<file path="src/rtl/seven_seg_scan_ctrl_pkg.sv">
// Shared types, default parameters and helpers for the seven-segment scan controller.
package seven_seg_pkg;

   typedef enum logic {
      BLANK = 1'b0,
      SHOW  = 1'b1
   } scan_state_t;

   localparam int DEF_NUM_DIGITS   = 4;
   localparam int DEF_SHOW_CYCLES  = 50000;
   localparam int DEF_BLANK_CYCLES = 4;

   // Index of the most significant nonzero nibble; 0 when every nibble is zero.
   function automatic logic [2:0] top_nonzero(input logic [31:0] value);
      logic [2:0] top;
      top = 3'd0;
      for (int i = 0; i < 8; i++) begin
         if (value[4*i +: 4] != 4'h0) top = 3'(i);
      end
      return top;
   endfunction

endpackage

</file>
<file path="src/rtl/seven_seg_scan_ctrl_if.sv">
// Valid/ready value-load channel feeding the seven-segment scan controller.
interface seven_seg_scan_ctrl_if
   import seven_seg_pkg::*;
#(
   parameter int NUM_DIGITS = DEF_NUM_DIGITS
);
   logic                    in_valid;
   logic [4*NUM_DIGITS-1:0] in_value;
   logic                    in_ready;

   modport master (output in_valid, output in_value, input in_ready);
   modport slave  (input in_valid, input in_value, output in_ready);
endinterface

</file>
<file path="src/rtl/seven_seg_scan_ctrl_scan_timer.sv">
// Loadable down-counter timing the BLANK and SHOW intervals of the scanner.
module scan_timer #(
   parameter int WIDTH = 16
) (
   input  logic             clk,
   input  logic             rst_n,
   input  logic             clear,
   input  logic             load,
   input  logic [WIDTH-1:0] load_val,
   output logic             tc,
   output logic             tc_next
);
   logic [WIDTH-1:0] count_q;
   logic [WIDTH-1:0] count_d;

   always_comb begin
      count_d = count_q;
      if (clear)                count_d = '0;
      else if (load)            count_d = load_val;
      else if (count_q != '0)   count_d = count_q - 1'b1;
   end

   always_ff @(posedge clk or negedge rst_n) begin
      if (!rst_n) count_q <= '0;
      else        count_q <= count_d;
   end

   assign tc      = (count_q == '0);
   assign tc_next = (count_d == '0);
endmodule

</file>
<file path="src/rtl/seven_seg_scan_ctrl.sv">
// Multiplexed seven-segment scan controller with tear-free shadow/active value commit.
// Optional leading-zero blanking is enabled by defining SEVSEG_LZB_EN.
module seven_seg_scan_ctrl
   import seven_seg_pkg::*;
#(
   parameter int NUM_DIGITS   = DEF_NUM_DIGITS,
   parameter int SHOW_CYCLES  = DEF_SHOW_CYCLES,
   parameter int BLANK_CYCLES = DEF_BLANK_CYCLES
) (
   input  logic                  clk,
   input  logic                  rst_n,
   input  logic                  en,
   seven_seg_scan_ctrl_if.slave  in_bus,
   output logic [3:0]            nib,
   output logic [NUM_DIGITS-1:0] dig_an_n,
   output logic                  frame_done
);
   localparam int IW   = $clog2(NUM_DIGITS);
   localparam int MAXC = (SHOW_CYCLES > BLANK_CYCLES) ? SHOW_CYCLES : BLANK_CYCLES;
   localparam int CW   = $clog2(MAXC);
   localparam logic [CW-1:0] SHOW_LOAD  = CW'(SHOW_CYCLES - 1);
   localparam logic [CW-1:0] BLANK_LOAD = CW'(BLANK_CYCLES - 1);
   localparam logic [IW-1:0] LAST_IDX   = IW'(NUM_DIGITS - 1);

   scan_state_t             state_q, state_d;
   logic [IW-1:0]           idx_q, idx_d;
   logic                    running_q, running_d;
   logic [4*NUM_DIGITS-1:0] active_q, active_d, shadow_q;
   logic                    pending_q;
   logic                    xfer, commit;
   logic                    tmr_clear, tmr_load, tmr_tc, tmr_tc_next;
   logic [CW-1:0]           tmr_load_val;
   logic [3:0]              nib_d;
   logic [NUM_DIGITS-1:0]   dig_d;
   logic                    frame_done_d;

   assign in_bus.in_ready = !pending_q;
   assign xfer            = in_bus.in_valid && !pending_q;
   assign commit          = pending_q && (frame_done || !en);
   assign active_d        = commit ? shadow_q : active_q;

   scan_timer #(.WIDTH(CW)) u_timer (
      .clk      (clk),
      .rst_n    (rst_n),
      .clear    (tmr_clear),
      .load     (tmr_load),
      .load_val (tmr_load_val),
      .tc       (tmr_tc),
      .tc_next  (tmr_tc_next)
   );

   // running_q low means the next clock is BLANK clock 1 of digit 0.
   always_comb begin
      state_d      = state_q;
      idx_d        = idx_q;
      running_d    = running_q;
      tmr_clear    = 1'b0;
      tmr_load     = 1'b0;
      tmr_load_val = '0;
      if (!en) begin
         state_d   = BLANK;
         idx_d     = '0;
         running_d = 1'b0;
         tmr_clear = 1'b1;
      end else if (!running_q) begin
         state_d      = BLANK;
         idx_d        = '0;
         running_d    = 1'b1;
         tmr_load     = 1'b1;
         tmr_load_val = BLANK_LOAD;
      end else if (tmr_tc) begin
         unique case (state_q)
            BLANK: begin
               state_d      = SHOW;
               tmr_load     = 1'b1;
               tmr_load_val = SHOW_LOAD;
            end
            SHOW: begin
               state_d      = BLANK;
               idx_d        = (idx_q == LAST_IDX) ? '0 : idx_q + 1'b1;
               tmr_load     = 1'b1;
               tmr_load_val = BLANK_LOAD;
            end
            default: ;
         endcase
      end
   end

`ifdef SEVSEG_LZB_EN
   logic [31:0] active_ext;
   always_comb begin
      active_ext = '0;
      active_ext[4*NUM_DIGITS-1:0] = active_d;
   end
`endif

   // Outputs are computed from next state so nib and anode flip on the same edge.
   always_comb begin
      nib_d        = active_d[{idx_d, 2'b00} +: 4];
      dig_d        = '1;
      frame_done_d = 1'b0;
      if (state_d == SHOW) begin
`ifdef SEVSEG_LZB_EN
         if (int'(idx_d) <= int'(top_nonzero(active_ext))) dig_d[idx_d] = 1'b0;
`else
         dig_d[idx_d] = 1'b0;
`endif
         frame_done_d = (idx_d == LAST_IDX) && tmr_tc_next;
      end
   end

   always_ff @(posedge clk or negedge rst_n) begin
      if (!rst_n) begin
         state_q    <= BLANK;
         idx_q      <= '0;
         running_q  <= 1'b0;
         nib        <= 4'h0;
         dig_an_n   <= '1;
         frame_done <= 1'b0;
      end else begin
         state_q    <= state_d;
         idx_q      <= idx_d;
         running_q  <= running_d;
         nib        <= nib_d;
         dig_an_n   <= dig_d;
         frame_done <= frame_done_d;
      end
   end

   // A held-off offer stays pending until the frame boundary, never overwritten.
   always_ff @(posedge clk or negedge rst_n) begin
      if (!rst_n) begin
         active_q  <= '0;
         shadow_q  <= '0;
         pending_q <= 1'b0;
      end else begin
         active_q <= active_d;
         if (xfer) begin
            shadow_q  <= in_bus.in_value;
            pending_q <= 1'b1;
         end else if (commit) begin
            pending_q <= 1'b0;
         end
      end
   end
endmodule

</file>
<file path="src/flat_wrapper.sv">
// flat-port wrapper written by rule: the top's interface ports become plain ports
module seven_seg_scan_ctrl_flat import seven_seg_pkg::*;
#(
   parameter int NUM_DIGITS   = DEF_NUM_DIGITS,
   parameter int SHOW_CYCLES  = DEF_SHOW_CYCLES,
   parameter int BLANK_CYCLES = DEF_BLANK_CYCLES
)
  (clk, rst_n, en, nib, dig_an_n, frame_done, in_bus_in_valid, in_bus_in_value, in_bus_in_ready);
  seven_seg_scan_ctrl_if #(.NUM_DIGITS(NUM_DIGITS)) in_bus_i ();
  input  logic clk;
  input  logic rst_n;
  input  logic en;
  output logic [3:0] nib;
  output logic [NUM_DIGITS-1:0] dig_an_n;
  output logic frame_done;
  input wire logic [$bits(in_bus_i.in_valid)-1:0] in_bus_in_valid;
  input wire logic [$bits(in_bus_i.in_value)-1:0] in_bus_in_value;
  output wire logic [$bits(in_bus_i.in_ready)-1:0] in_bus_in_ready;
  assign in_bus_i.in_valid = in_bus_in_valid;
  assign in_bus_i.in_value = in_bus_in_value;
  assign in_bus_in_ready = in_bus_i.in_ready;
  seven_seg_scan_ctrl #(.NUM_DIGITS(NUM_DIGITS), .SHOW_CYCLES(SHOW_CYCLES), .BLANK_CYCLES(BLANK_CYCLES)) u_core (.clk(clk), .rst_n(rst_n), .en(en), .in_bus(in_bus_i), .nib(nib), .dig_an_n(dig_an_n), .frame_done(frame_done));
endmodule
</file>
<file path="config.mk">
export PLATFORM = sky130hd
export DESIGN_NAME = seven_seg_scan_ctrl_flat
export DESIGN_NICKNAME = d
export VERILOG_FILES = /design/src/rtl/seven_seg_scan_ctrl_pkg.sv /design/src/rtl/seven_seg_scan_ctrl_if.sv /design/src/rtl/seven_seg_scan_ctrl_scan_timer.sv /design/src/rtl/seven_seg_scan_ctrl.sv /design/src/flat_wrapper.sv
export SDC_FILE = /design/constraint.sdc
export NUM_CORES = 1
export LEC_CHECK = 0
export BUFFER_PORTS_ARGS = -buffer_cell sky130_fd_sc_hd__buf_2
export CORE_UTILIZATION = 50
export CTS_BUF_LIST = sky130_fd_sc_hd__clkbuf_16
export DETAILED_ROUTE_END_ITERATION = 12
export MAX_ROUTING_LAYER = met4
export PLACE_DENSITY = 0.7
export SLEW_MARGIN = 40
export SYNTH_ARGS = -nofsm -noshare
export SYNTH_HDL_FRONTEND = slang
export SYNTH_SLANG_ARGS = --single-unit
</file>
<file path="constraint.sdc">
create_clock -name clk -period 4 [get_ports clk]
set_clock_uncertainty 0.05 [all_clocks]
set_input_delay 0.4 -clock clk [delete_from_list [all_inputs] [get_ports clk]]
set_output_delay 0.4 -clock clk [all_outputs]
set_load 0.02 [all_outputs]
</file>
# == Word level (Yosys, flattened, before mapping) ==
# Index checks and enable logic that the tools add are counted.
# classes
mux,26
bitwise,2
shifts,1
reduce_logical,11
add_sub_neg,2
magnitude_cmp,2
eq_ne,2
# op_table
operator,n
two-way mux 16 bit,6
logical NOT 16 bit,2
case mux 16 bit (2 select lines),1
nonzero test 16 bit,1
indexed part select 16 x 5 -> 4 bit,1
subtractor 16 x 1 -> 16 bit (second input constant),1
two-way mux 1 bit,11
two-way mux 2 bit,5
equality test 2 bit (second input constant),2
logical AND 1 bit,4
two-way mux 4 bit,1
inverter 4 bit,1
< comparator 2 x 3 -> 1 bit (second input constant),1
adder 2 x 1 -> 2 bit (second input constant),1
demux 1 bit (select 2 bit),1
>= comparator 2 x 1 -> 1 bit (second input constant),1
logical NOT 1 bit,2
case mux 1 bit (2 select lines),1
nonzero test 2 bit,1
logical OR 1 bit,1
inverter 1 bit,1
# totals
regBits,62
input_bits,20

# == Logic depth before layout (Yosys ltp) ==
# logic_depth
ltp_word,12
ltp_mapped,13

# == By module ==
# A second synthesis with hierarchy kept.
# hier_totals
cells_unflattened,257
area_unflattened_um2,3090.5
# modules_own_cells
module,n_inst,area_per_inst_um2,cells_per_inst
seven_seg_scan_ctrl,1,1963.1,122
scan_timer,1,1127.3,135

# == Least setup slack after synthesis ==
# Ideal clock, no wire load.
# synth_path
path_kind,reg-to-reg
start,register u_core.u_timer.count_q[0]
end,register u_core.frame_done
slack_ns,1.037
path_stages_with_launch,14
path_buffers,1
t_arrival_ns,2.845
setup_time_ns,0.068
path_cell_list,dfrtp_1 inv_1 ha_1 nor4b_1 nand4b_1 or2_1 clkbuf_1 inv_1 ha_1 nor2_1 nor4bb_1 mux2i_1 a211oi_1 o221a_1
# synth_rtl
item,line_no,text
start: declaration,seven_seg_scan_ctrl_scan_timer.sv:13,logic [WIDTH-1:0] count_q;
start signal: assignment,seven_seg_scan_ctrl_scan_timer.sv:25,else count_q <= count_d;
logical NOT 16 bit,seven_seg_scan_ctrl_scan_timer.sv:28,assign tc = (count_q == '0);
two-way mux 1 bit,seven_seg_scan_ctrl.sv:71,end else if (tmr_tc) begin
two-way mux 1 bit,seven_seg_scan_ctrl.sv:65,end else if (!running_q) begin
two-way mux 1 bit,seven_seg_scan_ctrl.sv:60,if (!en) begin
via u_core.state_d,seven_seg_scan_ctrl.sv:25,"scan_state_t state_q, state_d;"
two-way mux 1 bit,seven_seg_scan_ctrl.sv:102,if (state_d == SHOW) begin
via u_core.frame_done_d,seven_seg_scan_ctrl.sv:35,logic frame_done_d;
end signal: assignment,seven_seg_scan_ctrl.sv:126,frame_done <= frame_done_d;
end: declaration,seven_seg_scan_ctrl.sv:16,output logic frame_done
# The timed path passes the listed nets, and every way through them passes these cells.
# A chain may end at the register's enable or synchronous reset.

# == Final worst setup path ==
# Same ends and word-level chain as after synthesis.

==> impl_metrics.json <==
{
  "ant_nets": 0,
  "powerDensity_mw_per_mm2": 663.2,
  "remaining_drc_errors": 0,
  "synthTopCellsByArea": "dfrtp_1 (52%), mux2_2 (13%), mux2i_1 (5.7%)",
  "violations": "hold timing",
  "antenna_found_initial": 0,
  "synth_flop_cell": "dfrtp_1",
  "antennaDiodeCount": 0,
  "drive_gt1_frac": 0.3422,
  "syn_inst": 224,
  "use_met1": 0.2447,
  "cp_max_fo": 10,
  "clkLatencyLatePin_ns": 0.32,
  "first_pass_iters": 4,
  "p_leak_nw": 1.460,
  "fin_cells": 333,
  "drtIter0Drc": 85,
  "cts_buffer_depth": 2,
  "setup_viol": 0,
  "path_cells": "inv_1 -> ha_1 -> nor4b_1 -> nand4b_1 -> or2_1 -> inv_1 -> ha_1 -> nor2_1 -> nor4bb_1 -> mux2i_1 -> a211oi_1 -> o221a_1",
  "setup.worst_path.start": "u_core.u_timer.count_q[0]",
  "clk_pin_slew_ns": 0.05,
  "slowest_delay_ns": 0.42,
  "grt-ovfl-total": 0,
  "core_area_sq_mm": 0.005270,
  "yosysUniqueCellTypes": 51,
  "wirelength_um": 5240,
  "critPathSlowestCell": "nor4b_1",
  "synthesis.area_sq_mm": 0.002813,
  "r2r_end": "u_core.frame_done",
  "drv_slew": 0,
  "max_freq_ghz": 0.2853,
  "ys_async_sr_fraction": 1.000,
  "synth_nets": 248,
  "syn_avg_cell_area_sq_um": 12.56,
  "ios": 30,
  "vdd_drop_max_mv": 0.4482,
  "path_class": "flip-flop to flip-flop",
  "grt.met3_usage": 0.07143,
  "reg2reg_slack_ns": 0.50,
  "hold_violations": 30,
  "postCtsSetupRepairBufs": 0,
  "grt_pass1_wl_um": 9045,
  "relSlewSlack": 0.5821,
  "cts_tree": "done",
  "synth_enable_flop_cells": 0,
  "crit_required_ns": 4.21,
  "dieArea_sq_mm": 0.005929,
  "holdBufCountCts": 0,
  "cts_resized": 0,
  "worst_slew_pin_slew_ns": 0.6227,
  "period_share": 0.8762,
  "die_h_um": 77,
  "rows": 26,
  "vias": 1873,
  "grt_pass1_vias": 1952,
  "synth_commonest_cells": "dfrtp_1 (58), mux2_2 (32), mux2i_1 (16)",
  "whs_ns": -0.02462,
  "yosys.area.top_type": "dfrtp_1",
  "dp_hpwl_um": 3664,
  "end_kind": "flip-flop",
  "r2r_start": "u_core.u_timer.count_q[0]",
  "initial_core_util": 0.5337,
  "ys_ff_latch": 62,
  "vias_per_cell": 5.625,
  "num-fill-cells": 404,
  "clock_sinks": 62,
  "crit_arrival_ns": 3.71,
  "h-tree-depth": 3,
  "dp.cells": 317,
  "layout.nets": 282,
  "layout_setup_ws_ns": 0.4951,
  "io_buffers": 29,
  "rsz0062_at_grt": "false",
  "synth_top_area_share": 0.5160,
  "min_period_ns": 3.505,
  "startpoint_type": "flip-flop",
  "cap_violations": 0,
  "pre_cts_ws_ns": 0.6454,
  "hold_class": "input pin to async pin",
  "track_usage": 0.2081,
  "yosysMostFrequentCell": "dfrtp_1",
  "grt_start_max_net_pins": 36,
  "clockRootBuffer": "clkbuf_16",
  "gr-usage-met2": 0.3330,
  "die_x_um": 77,
  "grt_busiest_layer": "met2",
  "status": "complete, but fails checks",
  "cp-endpoint": "u_core.frame_done",
  "syn2layout_area_growth_pct": 18.68,
  "fin_setup_tns_ns": 0,
  "place.gp.congestion": 0.9197,
  "post_drt_wl_per_cell_um": 15.74,
  "ys_warn_count": 0,
  "ys_seq_area_frac": 0.5534,
  "rr_worst_depth": 12,
  "cts_made_buffers": 9,
  "final_util": 0.6334
}
[logic make-up (layout without fill, tap and decap cells)]
kind of cell | after synthesis | in the layout | share of synthesized area
flops | 62 | 62 | 0.5534
simple gates | 56 | 56 | 0.1206
mux | 48 | 48 | 0.1851
compound gates | 31 | 31 | 0.07340
buf+inv | 16 | 55 | 0.02802
xor+xnor | 7 | 7 | 0.02180
fa+ha+maj | 4 | 4 | 0.01779
[power by group]
| part | internal, mW | switching (mW) |
|---|---|---|
| clock network | 0.541 | 0.261 |
| logic | 0.258 | 0.282 |
| registers | 0.788 | 0.0838 |
| total | 1.59 | 0.628 |
[worst max-delay path: cells and delay by family, from the launching register on]
family	cells	cell delay [ns]
flops	1	0.40
mux	1	0.15
buf+inv	2	0.20
compound gates	2	0.52
simple gates	5	1.74
fa+ha+maj	2	0.37
[worst min-delay path by stage]
| stage | from | slack (ns) | cells after the start | end |
|---|---|---|---|---|
| 4_1_cts | rst_n | 0.13 | 1 | u_core.shadow_q[11] |
| 3_3_place_gp | u_core.active_q[13] | 0.43 | 1 | u_core.active_q[13] |
| 3_5_place_dp | u_core.active_q[1] | 0.44 | 1 | u_core.active_q[1] |
| 5_1_grt | rst_n | 0.005 | 1 | u_core.shadow_q[11] |
| 2_1_floorplan | rst_n | 0.05 | 0 | u_core.active_q[0] |
| 6_report | rst_n | -0.02 | 1 | u_core.shadow_q[5] |
[cells in the final DEF, fill, tap and decap left out, types with 5 or more instances in the layout]
cell type | netlist | layout
xnor2_1 | 5 | 5
a21oi_1 | 7 | 7
mux2i_1 | 16 | 16
nor2_1 | 14 | 14
nand2_1 | 5 | 5
dfrtp_1 | 58 | 58
buf_2 | 0 | 28
inv_1 | 6 | 7
o21ai_0 | 5 | 5
clkbuf_16 | 0 | 9
mux2_2 | 32 | 32
[stage by stage]
| stage | total power [mW] | cell area (sq um) |
|---|---|---|
| after floorplan | 1.292 | 2813 |
| after global placement | 1.409 | 3015 |
| after detailed placement | 1.421 | 3015 |
| after CTS | 2.235 | 3331 |
| after global routing | 2.339 | 3338 |
| final | 2.214 | 3338 |
[registers in the layout, summed over array words and instances, names as in the netlist]
signal                  count
u_core.running_q            1
u_core.state_q              1
u_core.active_q            16
u_core.pending_q            1
u_core.shadow_q            16
u_core.idx_q                2
u_core.nib                  4
u_core.u_timer.count_q     16
u_core.dig_an_n             4
u_core.frame_done           1
[per-layer routing]
metal | part of all wire | routed length [um] | up-vias
met5 | 0 | 0 | -
li1 | - | - | 888
met2 | 0.50 | 2623 | 47
met3 | 0.040 | 210 | 6
met1 | 0.45 | 2352 | 932
met4 | 0.010 | 54 | 0
[layout make-up]
class,instances,area (sq um),share of cell area
Clock buffer,9,225.2,0.06747
Clock inverter,7,90.09,0.02699
Inverter,7,26.28,0.007871
Multi-Input combinational cell,146,1182,0.3542
Sequential cell,62,1556,0.4663
Tap cell,70,87.58,0.02624
Timing Repair Buffer,32,170.2,0.05097
(Power assumes the default switching activity.)
